$ cat src/rtl/rgb_led_pkg.sv
// Shared types and constants for the RGB LED job scheduler.
package rgb_led_pkg;

    localparam int PWM_BITS = 8;

    typedef enum logic [1:0] {
        ST_IDLE = 2'd0,
        ST_SHOW = 2'd1,
        ST_GAP  = 2'd2
    } state_t;

    typedef struct packed {
        logic [7:0] r;
        logic [7:0] g;
        logic [7:0] b;
    } color_t;

endpackage

$ cat src/rtl/led_pwm_channel.sv
// One PWM colour channel: registered, active-low drive lit while pwm_cnt < duty.
module led_pwm_channel
    import rgb_led_pkg::*;
(
    input  logic                clk48,
    input  logic                rst,
    input  logic [PWM_BITS-1:0] duty,
    input  logic [PWM_BITS-1:0] pwm_cnt,
    input  logic                enable,
    output logic                led_n
);

    logic led_n_d;
    logic led_n_q;

    always_comb begin
        led_n_d = ~(enable && (pwm_cnt < duty));
    end

    always_ff @(posedge clk48) begin
        if (rst) begin
            led_n_q <= 1'b1;
        end else begin
            led_n_q <= led_n_d;
        end
    end

    assign led_n = led_n_q;

endmodule

$ cat src/rtl/rgb_led_scheduler.sv
// Fixed-priority scheduler that shows one requester's colour for a timed
// number of milliseconds, followed by an optional LED-off gap.
module rgb_led_scheduler
    import rgb_led_pkg::*;
#(
    parameter int TICK_DIV = 48000,
    parameter int GAP_MS   = 1,
    parameter int NUM_REQ  = 3
) (
    input  logic                  clk48,
    input  logic                  rst,
    input  logic [NUM_REQ-1:0]    req_valid,
    output logic [NUM_REQ-1:0]    req_ready,
    input  logic [24*NUM_REQ-1:0] req_color,
    input  logic [16*NUM_REQ-1:0] req_dur_ms,
    output logic [NUM_REQ-1:0]    grant,
    output logic                  busy,
    output logic                  rgb_led0_r,
    output logic                  rgb_led0_g,
    output logic                  rgb_led0_b,
    output logic [1:0]            dbg_state
);

    // Handshake: a job transfers on the edge where req_valid[i] & req_ready[i];
    // ready is offered only in IDLE, only to the lowest-index valid requester.

    localparam int PW = (TICK_DIV > 1) ? $clog2(TICK_DIV) : 1;
    localparam logic [PW-1:0] TICK_LAST = PW'(TICK_DIV - 1);

    state_t               state_q, state_d;
    logic [PW-1:0]        presc_q, presc_d;
    logic [15:0]          ms_q, ms_d;
    logic [NUM_REQ-1:0]   grant_q, grant_d;
    color_t               color_q, color_d;
    logic [PWM_BITS-1:0]  pwm_q, pwm_d;

    logic [NUM_REQ-1:0]   win_onehot;
    color_t               sel_color;
    logic [15:0]          sel_dur;
    logic                 tick;
    logic                 show_next;

    always_comb begin
        win_onehot = req_valid & (~req_valid + NUM_REQ'(1));
        sel_color  = '0;
        sel_dur    = '0;
        for (int i = 0; i < NUM_REQ; i++) begin
            if (win_onehot[i]) begin
                sel_color = req_color[24*i +: 24];
                sel_dur   = req_dur_ms[16*i +: 16];
            end
        end
    end

    always_comb begin
        state_d   = state_q;
        presc_d   = presc_q;
        ms_d      = ms_q;
        grant_d   = grant_q;
        color_d   = color_q;
        pwm_d     = pwm_q + PWM_BITS'(1);
        req_ready = '0;
        tick      = (presc_q == TICK_LAST);

        case (state_q)
            ST_IDLE: begin
                if (!rst && (|req_valid)) begin
                    req_ready = win_onehot;
                    grant_d   = win_onehot;
                    color_d   = sel_color;
                    ms_d      = (sel_dur == 16'd0) ? 16'd1 : sel_dur;
                    presc_d   = '0;
                    state_d   = ST_SHOW;
                end
            end
            ST_SHOW, ST_GAP: begin
                presc_d = tick ? '0 : presc_q + PW'(1);
                if (tick) begin
                    ms_d = ms_q - 16'd1;
                    if (ms_q == 16'd1) begin
                        grant_d = '0;
                        if (state_q == ST_SHOW && GAP_MS > 0) begin
                            state_d = ST_GAP;
                            ms_d    = 16'(GAP_MS);
                        end else begin
                            state_d = ST_IDLE;
                        end
                    end
                end
            end
            default: begin
                state_d = ST_IDLE;
                grant_d = '0;
            end
        endcase

        // Registering against the next state keeps the LEDs exactly aligned with SHOW.
        show_next = !rst && (state_d == ST_SHOW);
    end

    always_ff @(posedge clk48) begin
        if (rst) begin
            state_q <= ST_IDLE;
            presc_q <= '0;
            ms_q    <= '0;
            grant_q <= '0;
            color_q <= '0;
            pwm_q   <= '0;
        end else begin
            state_q <= state_d;
            presc_q <= presc_d;
            ms_q    <= ms_d;
            grant_q <= grant_d;
            color_q <= color_d;
            pwm_q   <= pwm_d;
        end
    end

    led_pwm_channel u_ch_r (
        .clk48   (clk48),
        .rst     (rst),
        .duty    (color_d.r),
        .pwm_cnt (pwm_q),
        .enable  (show_next),
        .led_n   (rgb_led0_r)
    );

    led_pwm_channel u_ch_g (
        .clk48   (clk48),
        .rst     (rst),
        .duty    (color_d.g),
        .pwm_cnt (pwm_q),
        .enable  (show_next),
        .led_n   (rgb_led0_g)
    );

    led_pwm_channel u_ch_b (
        .clk48   (clk48),
        .rst     (rst),
        .duty    (color_d.b),
        .pwm_cnt (pwm_q),
        .enable  (show_next),
        .led_n   (rgb_led0_b)
    );

    assign grant     = grant_q;
    assign busy      = (state_q != ST_IDLE);
    assign dbg_state = state_q;

endmodule
$ cat config.mk
export PLATFORM = sky130hd
export DESIGN_NAME = rgb_led_scheduler
export DESIGN_NICKNAME = d
export VERILOG_FILES = /design/src/rtl/rgb_led_pkg.sv /design/src/rtl/led_pwm_channel.sv /design/src/rtl/rgb_led_scheduler.sv
export SDC_FILE = /design/constraint.sdc
export NUM_CORES = 1
export LEC_CHECK = 0
export ABC_CLOCK_PERIOD_IN_PS = 3700
export BUFFER_PORTS_ARGS = -buffer_cell sky130_fd_sc_hd__buf_2
export CORE_MARGIN = 3
export CORE_UTILIZATION = 53
export DETAILED_ROUTE_END_ITERATION = 10
export PLACE_DENSITY = 0.87
export REMOVE_ABC_BUFFERS = 1
export SLEW_MARGIN = 20
export SYNTH_ARGS = -nofsm -noshare
export SYNTH_HDL_FRONTEND = slang
export SYNTH_SLANG_ARGS = --single-unit
export TNS_END_PERCENT = 30
$ cat constraint.sdc
create_clock -name clk48 -period 3.7 [get_ports clk48]
set_input_delay 0.37 -clock clk48 [delete_from_list [all_inputs] [get_ports clk48]]
set_output_delay 0.37 -clock clk48 [all_outputs]
set_load 0.03 [all_outputs]
==> summary.md <==
| Metric | Value |
|---|---|
| Outcome | finished, final reports clean |
| Number of clock sinks | 72 |
| Dpl hpwl | 9670 um |
| Synth Instances | 588 |
| Hold Crit Class | in -> reg |
| CTS clk-pin slew, worst paths | 0.07 ns |
| Mux contribution to synthesized area | 5.58% |
| RD Place Congestion | 0.935 |
| Antenna diodes | 0 |
| Post-Route Skew | 0.00982 ns |
| Hold Violations, Final | 0 |
| DRT iter0 DRCs | 291 |
| CTS Hold Bufs | 0 |
| Post-CTS sizing | 0 |
| WS Path Type | reg -> reg |
| Endpoints failing setup | 0 |
| Slowest cell on crit path | a2111oi_0 |
| Port bufs | 136 |
| Final period util | 93.4% |
| VDD IR max | 220 uV |
| CP endpoint kind | register |
| Gr ovfl total | 0 |
| Largest net degree at the start of global routing | 66 |
| Required @ worst endpoint | 3.89 ns |
| Last element of the critical path | u_ch_b.led_n |
| Critical Path Max Stage Delay | 0.54 ns |
| Via density | 5.87 |
| Number of detailed-route iterations in the first pass | 5 |
| Max_slew headroom | 53.1% |
| CP Launch Point | dbg_state[1] |
| CTS Buf Count | 9 |
| Detailed-route wire length | 12900 um |
| Vias | 4803 |
| Worst-Margin Slew | 0.702 ns |
| Worst reg2reg setup slack | 0.25 ns |
| Postcts setup bufs | 0 |
| Worst setup SP type | register |
| Power per cell area | 376 nW/um^2 |
| TritonCTS clock tree | built |
| Tot Pwr | 2.10 mW |
| Ports | 137 |
| Antenna Nets Post-Route | 0 |
| Tot GR Track Use | 25.8% |
| Primary FF master, synth | dfxtp_1 |
| EDFF count, synth | 0 |
| Synthesized area per cell | 7.93 sq um |
| Worst Path Max Fanout | 8 |
| Routed length per instance | 15.7 um |
| Max cap viols | 0 |
| Die Width | 99.8 um |
| Drc violations | 0 |
| Die Footprint | 9960 sq um |
| Crit-path cells | inv_1, ha_1, inv_1, nor3_4, buf_4, mux2i_1, ha_1, a21o_1, a21o_1, a2111oi_0, o2bb2ai_1, nand3_1 |
| Final Max Tran Viols | 0 |
| Die height | 99.8 um |
| Htree depth | 3 |
| Fin util | 66.6% |
| Final min period | 3.45 ns |
| Seq/Total Area, Yosys | 30.9% |
| Site Rows | 33 |
| #FFs+latches synth | 72 |
| Critical path arrival | 3.64 ns |
| XOR/XNOR share of the synthesized area | 5.26% |
| Vias in the first global route | 4559 |
| First-pass GRT wire length | 20900 um |
| FILL cells | 701 |
| Most frequent cells in the layout | buf_2 (136), nor2_1 (90), dfxtp_1 (72), nand2_1 (57), a21oi_1 (37) |
| Layout net count | 861 |
| FF-to-FF path depth | 12 |
| Area share of fa/ha/maj cells after synthesis | 7.52% |
| Layout cell share with drive strength beyond 1 | 24.5% |
| Core area | 8380 sq um |
| Clock buffer depth | 2 |
| Main combinational cell family by area after synthesis | simple AND/OR/NAND/NOR gates |
| Simple-Gate Fraction of Synth Area | 25.4% |
| Most common cell after layout, fill and taps aside | buf_2 |
| Reg2Reg Launch Point | dbg_state[1] |
| Clock latency on the worst-skew pair | 0.35 ns |
| Fmax | 289 MHz |
| Post-synthesis compound-gate area fraction | 20.7% |
| Initial Utilization | 55.6% |
| RSZ-0062 raised after global routing | no |
| Layout area overhead | 19.7% |
| Clk Tree Root Cell | clkbuf_8 |
| Pleak | 2.51 nW |
| Antenna violations before repair | 0 |
| Yosys cell types | 59 |
| Synth warn | 0 |
| Share of synthesized registers carrying an async set or reset | 0% |
| Syn Std Cell Area | 4660 sq um |
| RR Endpoint | u_ch_b.led_n |
Yosys cell counts, types with 4 or more instances:
cell type | n | area (sq um)
a211oi_1 | 7 | 52.6
inv_1 | 10 | 37.5
a2bb2oi_1 | 8 | 70.1
a21oi_1 | 37 | 185
clkbuf_1 | 20 | 75.1
nand4_1 | 11 | 68.8
nand3b_1 | 12 | 90.1
nor2b_1 | 5 | 31.3
buf_2 | 14 | 70.1
o21ai_0 | 28 | 140
xnor2_1 | 8 | 70.1
nor3b_1 | 4 | 30.0
mux2i_1 | 26 | 260
nand2_1 | 57 | 214
a22oi_1 | 10 | 75.1
a21o_1 | 9 | 67.6
dfxtp_1 | 72 | 1440
nand2b_1 | 4 | 25.0
nor2_1 | 90 | 338
a221oi_1 | 7 | 61.3
nand3_1 | 13 | 65.1
and3_1 | 6 | 37.5
xor2_1 | 20 | 175
nor4_1 | 6 | 37.5
o22ai_1 | 7 | 43.8
o21ai_1 | 4 | 20.0
ha_1 | 28 | 350
buf_1 | 4 | 15.0
nor3_1 | 17 | 85.1
worst min-delay path by stage:
| stage | from | to | slack, ns | cells past startpoint |
|---|---|---|---|---|
| after floorplan | rst | pwm_q[0] | 0.44 | 1 |
| after global routing | req_dur_ms[7] | ms_q[7] | 0.43 | 4 |
| after detailed placement | pwm_q[0] | pwm_q[0] | 0.48 | 1 |
| after CTS | req_dur_ms[7] | ms_q[7] | 0.41 | 4 |
| final | req_dur_ms[7] | ms_q[7] | 0.42 | 4 |
| after global placement | color_q[8] | color_q[8] | 0.47 | 2 |
flip-flops by register name, indices dropped and copies added, names as in the netlist:
register,flops
u_ch_g.led_n,1
u_ch_b.led_n,1
ms_q,16
color_q,24
grant,3
u_ch_r.led_n,1
pwm_q,8
dbg_state,2
presc_q,16
cells by family after synthesis:
group | count (synthesis)
flops | 72
fa+ha+maj | 28
buf+inv | 50
mux | 26
xor+xnor | 28
simple gates | 243
compound gates | 141
metal layers:
layer	GRT usage, %	vias up	wire (um)
met5	0	-	0
met4	9.66	0	366
met3	4.24	41	744
met2	46.6	192	6510
met1	30.5	2214	5260
li1	-	2356	-
through the flow:
| stage | area, sq um | setup TNS (ns) | hold WS [ns] | cells | setup WS (ns) |
|---|---|---|---|---|---|
| final | 5580 | 0 | 0.416 | 818 | 0.245 |
| after global placement | 5400 | 0 | 0.469 | 802 | 0.575 |
| after detailed placement | 5400 | 0 | 0.481 | 802 | 0.350 |
| after floorplan | 4490 | -1.64 | 0.437 | 549 | -0.562 |
| after CTS | 5580 | 0 | 0.410 | 818 | 0.221 |
| after global routing | 5580 | 0 | 0.434 | 818 | 0.000803 |
power breakdown:
group	internal (mW)	switching (mW)
Sequential	0.833	0.0523
Combinational	0.261	0.361
Clock	0.309	0.279
worst max-delay path: cells and delay by family (launching register included):
family	cells	cell delay, ns
AOI/OAI and AO/OA	4	1.11
adders and majority gates	2	0.58
buffers and inverters	3	0.47
DFF	1	0.32
muxes	1	0.25
and+or+nand+nor	2	0.57
area by class of cell:
cell class | count | area [sq um] | area share (%)
clock inverter | 4 | 45.0 | 0.807
timing repair buffer | 148 | 771 | 13.8
sequential | 72 | 1440 | 25.8
multi-input combinational | 466 | 3020 | 54.0
clock buffer | 12 | 135 | 2.42
inverter | 11 | 41.3 | 0.740
tap | 105 | 131 | 2.35
(Power assumes the default switching activity.)
